## src/rtl/ariane_pkg.sv

```systemverilog
// Shared core definitions used by the ALU writeback buffer and the scoreboard.
package ariane_pkg;

   localparam int unsigned NR_SB_ENTRIES = 16;
   localparam int unsigned TRANS_ID_BITS = $clog2(NR_SB_ENTRIES);

   // One buffered ALU result as it travels to the scoreboard writeback port.
   typedef struct packed {
      logic [TRANS_ID_BITS-1:0] trans_id;
      logic [63:0]              result;
      logic                     branch_res;
   } alu_wb_t;

endpackage

```

## src/rtl/alu_wb_buffer.sv

```systemverilog
// In-order result buffer between the ALU and the scoreboard writeback port.
// Absorbs writeback back-pressure; flush discards every buffered result.
module alu_wb_buffer #(
   parameter int unsigned DEPTH         = 2,
   parameter int unsigned TRANS_ID_BITS = ariane_pkg::TRANS_ID_BITS
) (
   input  logic                     clk_i,
   input  logic                     rst_ni,
   input  logic                     flush_i,
   input  logic                     alu_valid_i,
   output logic                     alu_ready_o,
   input  logic [TRANS_ID_BITS-1:0] alu_trans_id_i,
   input  logic [63:0]              alu_result_i,
   input  logic                     alu_branch_res_i,
   output logic                     wb_valid_o,
   input  logic                     wb_ready_i,
   output logic [TRANS_ID_BITS-1:0] wb_trans_id_o,
   output logic [63:0]              wb_result_o,
   output logic                     wb_branch_res_o,
   output logic                     full_o,
   output logic                     empty_o
);
   import ariane_pkg::*;

   localparam int unsigned PTR_W = $clog2(DEPTH);
   localparam int unsigned CNT_W = PTR_W + 1;
   localparam logic [CNT_W-1:0] FULL_CNT = CNT_W'(DEPTH);

   alu_wb_t          mem [DEPTH];
   alu_wb_t          wdata;
   alu_wb_t          head;
   logic [PTR_W-1:0] wr_ptr_q;
   logic [PTR_W-1:0] rd_ptr_q;
   logic [CNT_W-1:0] count_q;
   logic             full;
   logic             empty;
   logic             push;
   logic             pop;

   // Status comes from the count register only, so ready never depends on wb_ready_i.
   assign full  = (count_q == FULL_CNT);
   assign empty = (count_q == '0);
   assign push  = alu_valid_i & ~full & ~flush_i;
   assign pop   = ~empty & wb_ready_i & ~flush_i;

   assign wdata.trans_id   = alu_trans_id_i;
   assign wdata.result     = alu_result_i;
   assign wdata.branch_res = alu_branch_res_i;

   always_ff @(posedge clk_i or negedge rst_ni) begin
      if (!rst_ni) begin
         wr_ptr_q <= '0;
         rd_ptr_q <= '0;
         count_q  <= '0;
      end else if (flush_i) begin
         wr_ptr_q <= '0;
         rd_ptr_q <= '0;
         count_q  <= '0;
      end else begin
         if (push) wr_ptr_q <= wr_ptr_q + 1'b1;
         if (pop)  rd_ptr_q <= rd_ptr_q + 1'b1;
         case ({push, pop})
            2'b10:   count_q <= count_q + 1'b1;
            2'b01:   count_q <= count_q - 1'b1;
            default: count_q <= count_q;
         endcase
      end
   end

   // Storage carries no reset; stale contents are hidden by the empty gating below.
   always_ff @(posedge clk_i) begin
      if (push) mem[wr_ptr_q] <= wdata;
   end

   assign head = empty ? '0 : mem[rd_ptr_q];

   assign alu_ready_o     = ~full;
   assign wb_valid_o      = ~empty;
   assign wb_trans_id_o   = head.trans_id;
   assign wb_result_o     = head.result;
   assign wb_branch_res_o = head.branch_res;
   assign full_o          = full;
   assign empty_o         = empty;

endmodule

```

## config.mk

```make
export PLATFORM = sky130hd
export DESIGN_NAME = alu_wb_buffer
export DESIGN_NICKNAME = d
export VERILOG_FILES = /design/src/rtl/ariane_pkg.sv /design/src/rtl/alu_wb_buffer.sv
export SDC_FILE = /design/constraint.sdc
export NUM_CORES = 1
export LEC_CHECK = 0
export BUFFER_PORTS_ARGS = -buffer_cell sky130_fd_sc_hd__buf_2
export CAP_MARGIN = 20
export CORE_AREA = 2 2 108 110
export CTS_CLUSTER_DIAMETER = 200
export DETAILED_ROUTE_END_ITERATION = 16
export DIE_AREA = 0 0 110 112
export PLACE_DENSITY = 0.75
export RECOVER_POWER = 25
export SLEW_MARGIN = 20
export SYNTH_ARGS = -nofsm -noshare
export SYNTH_HDL_FRONTEND = slang
export SYNTH_SLANG_ARGS = --single-unit
```

## constraint.sdc

```tcl
create_clock -name clk_i -period 13.7 [get_ports clk_i]
set_clock_uncertainty 0.1 [all_clocks]
set_input_delay 4.11 -clock clk_i [delete_from_list [all_inputs] [get_ports clk_i]]
set_output_delay 4.11 -clock clk_i [all_outputs]
set_load 0.01 [all_outputs]
```

* Yosys cells after proc, flatten, opt, wreduce, memory -nomap -nowiden *
Memories as Yosys holds them, arrays and structs flattened.
Index checks and enable logic that the tools add are counted.

storage, ports and cells
  output and inout port bits = 73
  memories = 1
  flip-flop bits (word level) = 4
  logic and storage cells = 31
  RAM bits = 138

cells by class
  reduce and logical (&&, ||, !) cells = 4
  equal/unequal tests = 3
  muxes and demuxes = 9
  $add $sub $neg = 4
  bitwise logic cells = 7

memory list
  memory  depth  bits a word  rd ports  clocked after memory_dff  write ports  RTL line             text
  mem     2      69           1         0                         1            alu_wb_buffer.sv:29  alu_wb_t mem [DEPTH];

operators with widths
  operator                                          number
  two-way mux 69 bit                                1
  two-way mux 1 bit                                 6
  bitwise AND 1 bit                                 4
  == test 2 bit, second input constant              2
  case mux 2 bit (2 select lines)                   1
  nonzero test 2 bit                                2
  NOT 1 bit                                         3
  nonzero test 3 bit                                1
  adder 1 bit, second input constant                2
  adder 2 x 1 -> 2 bit, second input constant       1
  == test 2 x 1 -> 1 bit, second input constant     1
  logical NOT 2 bit                                 1
  two-way mux 2 bit                                 1
  subtractor 2 x 1 -> 2 bit, second input constant  1

* Depth between registers and ports, before layout *
  depth after elaboration = 7
  gate-level depth with buffers = 4

* Worst setup path before layout *
OpenSTA, ideal clock, no wires.

  kind = input -> register
  start = input alu_valid_i
  end = memory mem[1][0] (netlist bit), enable pin
  data arrival time = 9.196 ns
  path slack = 3.809 ns
  cell stages on the path = 2
  path through = nand2_1 > nor3b_1

on the way
  longest elaborated chain between the ends = 4

ends and longest elaborated chain
  what                                     RTL line             text
  start, declared                          alu_wb_buffer.sv:10  input logic alu_valid_i,
  bitwise AND 1 bit (2 in series)          alu_wb_buffer.sv:43  assign push = alu_valid_i & ~full & ~flush_i;
  two-way mux 1 bit                        alu_wb_buffer.sv:72  if (push) mem[wr_ptr_q] <= wdata;
  two-way mux 1 bit (not written as such)  alu_wb_buffer.sv:72
  end, declared                            alu_wb_buffer.sv:29

No other way between the ends.

* Worst setup path after layout *
  start = register rd_ptr_q
  end = output wb_result_o[20]

on the way
  longest elaborated chain between the ends = 2

ends and longest elaborated chain
  what                      RTL line             text
  start, declared           alu_wb_buffer.sv:33  logic [PTR_W-1:0] rd_ptr_q;
  start signal, assigned    alu_wb_buffer.sv:61  if (pop) rd_ptr_q <= rd_ptr_q + 1'b1;
  memory read (2 x 69 bit)  n/a
  two-way mux 69 bit        alu_wb_buffer.sv:75  assign head = empty ? '0 : mem[rd_ptr_q];
  end, declared             alu_wb_buffer.sv:18  output logic [63:0] wb_result_o,

No other way between the ends.

==> metrics.md <==
| Metric | Value |
|---|---|
| Outcome | `finished, final reports clean` |
| Slew HR | `52.6%` |
| Synth unique cells | `21` |
| Area after DPL | `6300 um2` |
| Post-synthesis sequential area ratio | `77.9%` |
| Most frequent cells in the layout | `edfxtp_1, buf_2, mux2i_1, nor2_1, clkbuf_16` |
| Syn avg cell area | `17.1 um2` |
| Full die area | `12,300 um2` |
| Critical path capture point type | `output pin` |
| DR WL/cell | `15.6 um` |
| Final nets | `547` |
| DRT Pass-1 Iters | `4` |
| Share of the synthesized area in the top cell type | `76.1%` |
| Initial antenna violation count | `0` |
| Pwr Total | `1.05 mW` |
| Synth Instances | `318` |
| Worst vdd ir | `94.0 uV` |
| Ports | `147` |
| Critical path startpoint | `rd_ptr_q$_DFFE_PN0P_` |
| Final WS setup | `7.08 ns` |
| DRT iter0 DRCs | `130` |
| Routed WL | `9.83 mm` |
| Post-CTS setup buffer count | `0` |
| Number of synthesized register bits | `142` |
| Number of diodes | `0` |
| Startpoint Class | `register` |
| Initial cell density of the core | `48.7%` |
| Setup slack at placement | `7.51 ns` |
| HPWL after DPL | `6.31 mm` |
| Overflow after GRT | `0` |
| Mapped Nets | `392` |
| Synth top area cells | `edfxtp_1, mux2i_1, nor2_1, dfrtp_1, buf_6` |
| Number of synthesis warnings | `0` |
| TritonCTS Buffers | `17` |
| Yosys top cell by area | `edfxtp_1` |
| Clk root buf | `clkbuf_16` |
| Min Tclk post-route | `6.62 ns` |
| Final setup viols | `0` |
| Max Transition Viols Final | `0` |
| Final hold violations | `0` |
| FILL cells | `850` |
| Worst EP required | `9.49 ns` |
| # hold bufs at CTS | `0` |
| Wire length of the first global-routing pass | `14.8 mm` |
| Worst Hold Class | `reg -> reg` |
| Cell area power density | `153 nW/um2` |
| # DRC | `0` |
| Clock Path Buffers | `2` |
| Post-CTS resize count | `0` |
| Antenna viol nets, final | `0` |
| Critical R2R Launch | `count_q[0]$_DFFE_PN0P_` |
| Largest net degree at the start of global routing | `71` |
| CTS Sinks | `142` |
| Critical Path Fanout Max | `39` |
| Placement row count | `39` |
| Fin Setup TNS | `0 ns` |
| F_max | `151 MHz` |
| Count of max-cap constraint violations | `0` |
| LEAKAGE | `2.62 nW` |
| Via count | `3,082` |
| Total track usage | `16.3%` |
| RSZ-0062 raised after global routing | `no` |
| Commonest non-fill, non-tap cell in the layout | `edfxtp_1` |
| P&R area growth vs syn | `26.5%` |
| Worst Tran Pin Value | `0.711 ns` |
| Hold Startpoint | `wr_ptr_q$_DFFE_PN0P_` |
| Routed vias/inst | `4.90` |
| Setup CP Type | `reg -> out` |
| Layout cells sized above 1 | `35.6%` |
| Synth Cell Area | `5450 um2` |
| TritonCTS clock tree | `done` |
| Buffers on Ports | `146` |
| Die width | `110 um` |
| Core ar. | `11,200 um2` |
| Clock slew at reported path FFs | `0.06 ns` |
| # H-tree levels | `4` |
| Placer congestion estimate | `0.735` |
| Period utilisation layout | `48.3%` |
| Die Height | `112 um` |
| Crit path arrival time | `2.41 ns` |
| Post-route cell area | `6890 um2` |
| Vias in the first global route | `3,116` |
| Skew-Pair Late Insertion Delay | `0.40 ns` |
## layout make-up
| class | count | area [um2] | area share [%] |
|---|---|---|---|
| Sequential cell | 142 | 4250 | 61.7 |
| Multi-Input combinational cell | 158 | 1090 | 15.9 |
| Timing Repair Buffer | 151 | 751 | 10.9 |
| Clock buffer | 18 | 429 | 6.23 |
| Tap cell | 143 | 179 | 2.60 |
| Clock inverter | 14 | 174 | 2.53 |
| Inverter | 3 | 13.8 | 0.200 |
## logic make-up (layout without fill, tap and decap cells)
group | count (synthesis) | in the layout | synth area share (%)
compound gates | 8 | 8 | 0.850
flops | 142 | 142 | 77.9
buf+inv | 18 | 186 | 2.18
simple gates | 79 | 79 | 6.00
xor+xnor | 1 | 1 | 0.161
mux | 70 | 70 | 12.9
## worst max-delay path, cell delays in order (launching register included)
cell,delay (ns)
dfrtp_4,0.78
buf_4,0.65
mux2i_1,0.30
nor2_1,0.05
buf_2,0.16
## registers in the layout, indices dropped and copies added, names as in the netlist
| signal | cells |
|---|---|
| rd_ptr_q | 1 |
| wr_ptr_q | 1 |
| count_q | 2 |
| mem | 138 |
## path summary, 6_finish.rpt
check                           slack [ns]  depth (start not counted)                endpoint
worst max-delay path                  7.08                          4         wb_result_o[20]
worst min-delay path                  0.52                          2    wr_ptr_q$_DFFE_PN0P_
worst max register to register       11.64                          4    mem[1][29]$_DFFE_PP_
worst min register to register        0.52                          2    wr_ptr_q$_DFFE_PN0P_
max in group asynchronous             9.84                          1    rd_ptr_q$_DFFE_PN0P_
min in group asynchronous             3.44                          1  count_q[0]$_DFFE_PN0P_
## per-layer routing
metal | wire length (um) | global-route usage [%]
met5 | 0 | 0
met4 | 212 | 7.59
met3 | 494 | 4.86
met2 | 5150 | 27.4
met1 | 3980 | 19.0
## stage by stage
step | hold WS (ns) | utilization, % | cells
2_1_floorplan | 0.429 | - | 318
3_3_place_gp | 0.462 | 56.4 | 597
3_5_place_dp | 0.512 | 56.4 | 597
4_1_cts | 0.523 | 61.8 | 629
5_1_grt | 0.560 | 61.6 | 629
6_report | 0.518 | 61.6 | 629
## cells in the mapped netlist (all sizes together)
| library cell | n |
|---|---|
| a21o | 1 |
| a21oi | 4 |
| buf | 15 |
| dfrtp | 4 |
| edfxtp | 138 |
| inv | 3 |
| mux2i | 70 |
| nand2 | 1 |
| nand2b | 1 |
| nand3b | 1 |
| nor2 | 70 |
| nor3 | 1 |
| nor3b | 2 |
| o211ai | 1 |
| o21ai | 2 |
| or2 | 2 |
| or3 | 1 |
| xor2 | 1 |
## where the power goes
part,total [mW],internal (mW),switching (mW)
clock,0.462,0.301,0.161
sequential,0.503,0.495,0.00834
combinational,0.0889,0.0376,0.0513
Power figures use the tool's default switching activity.
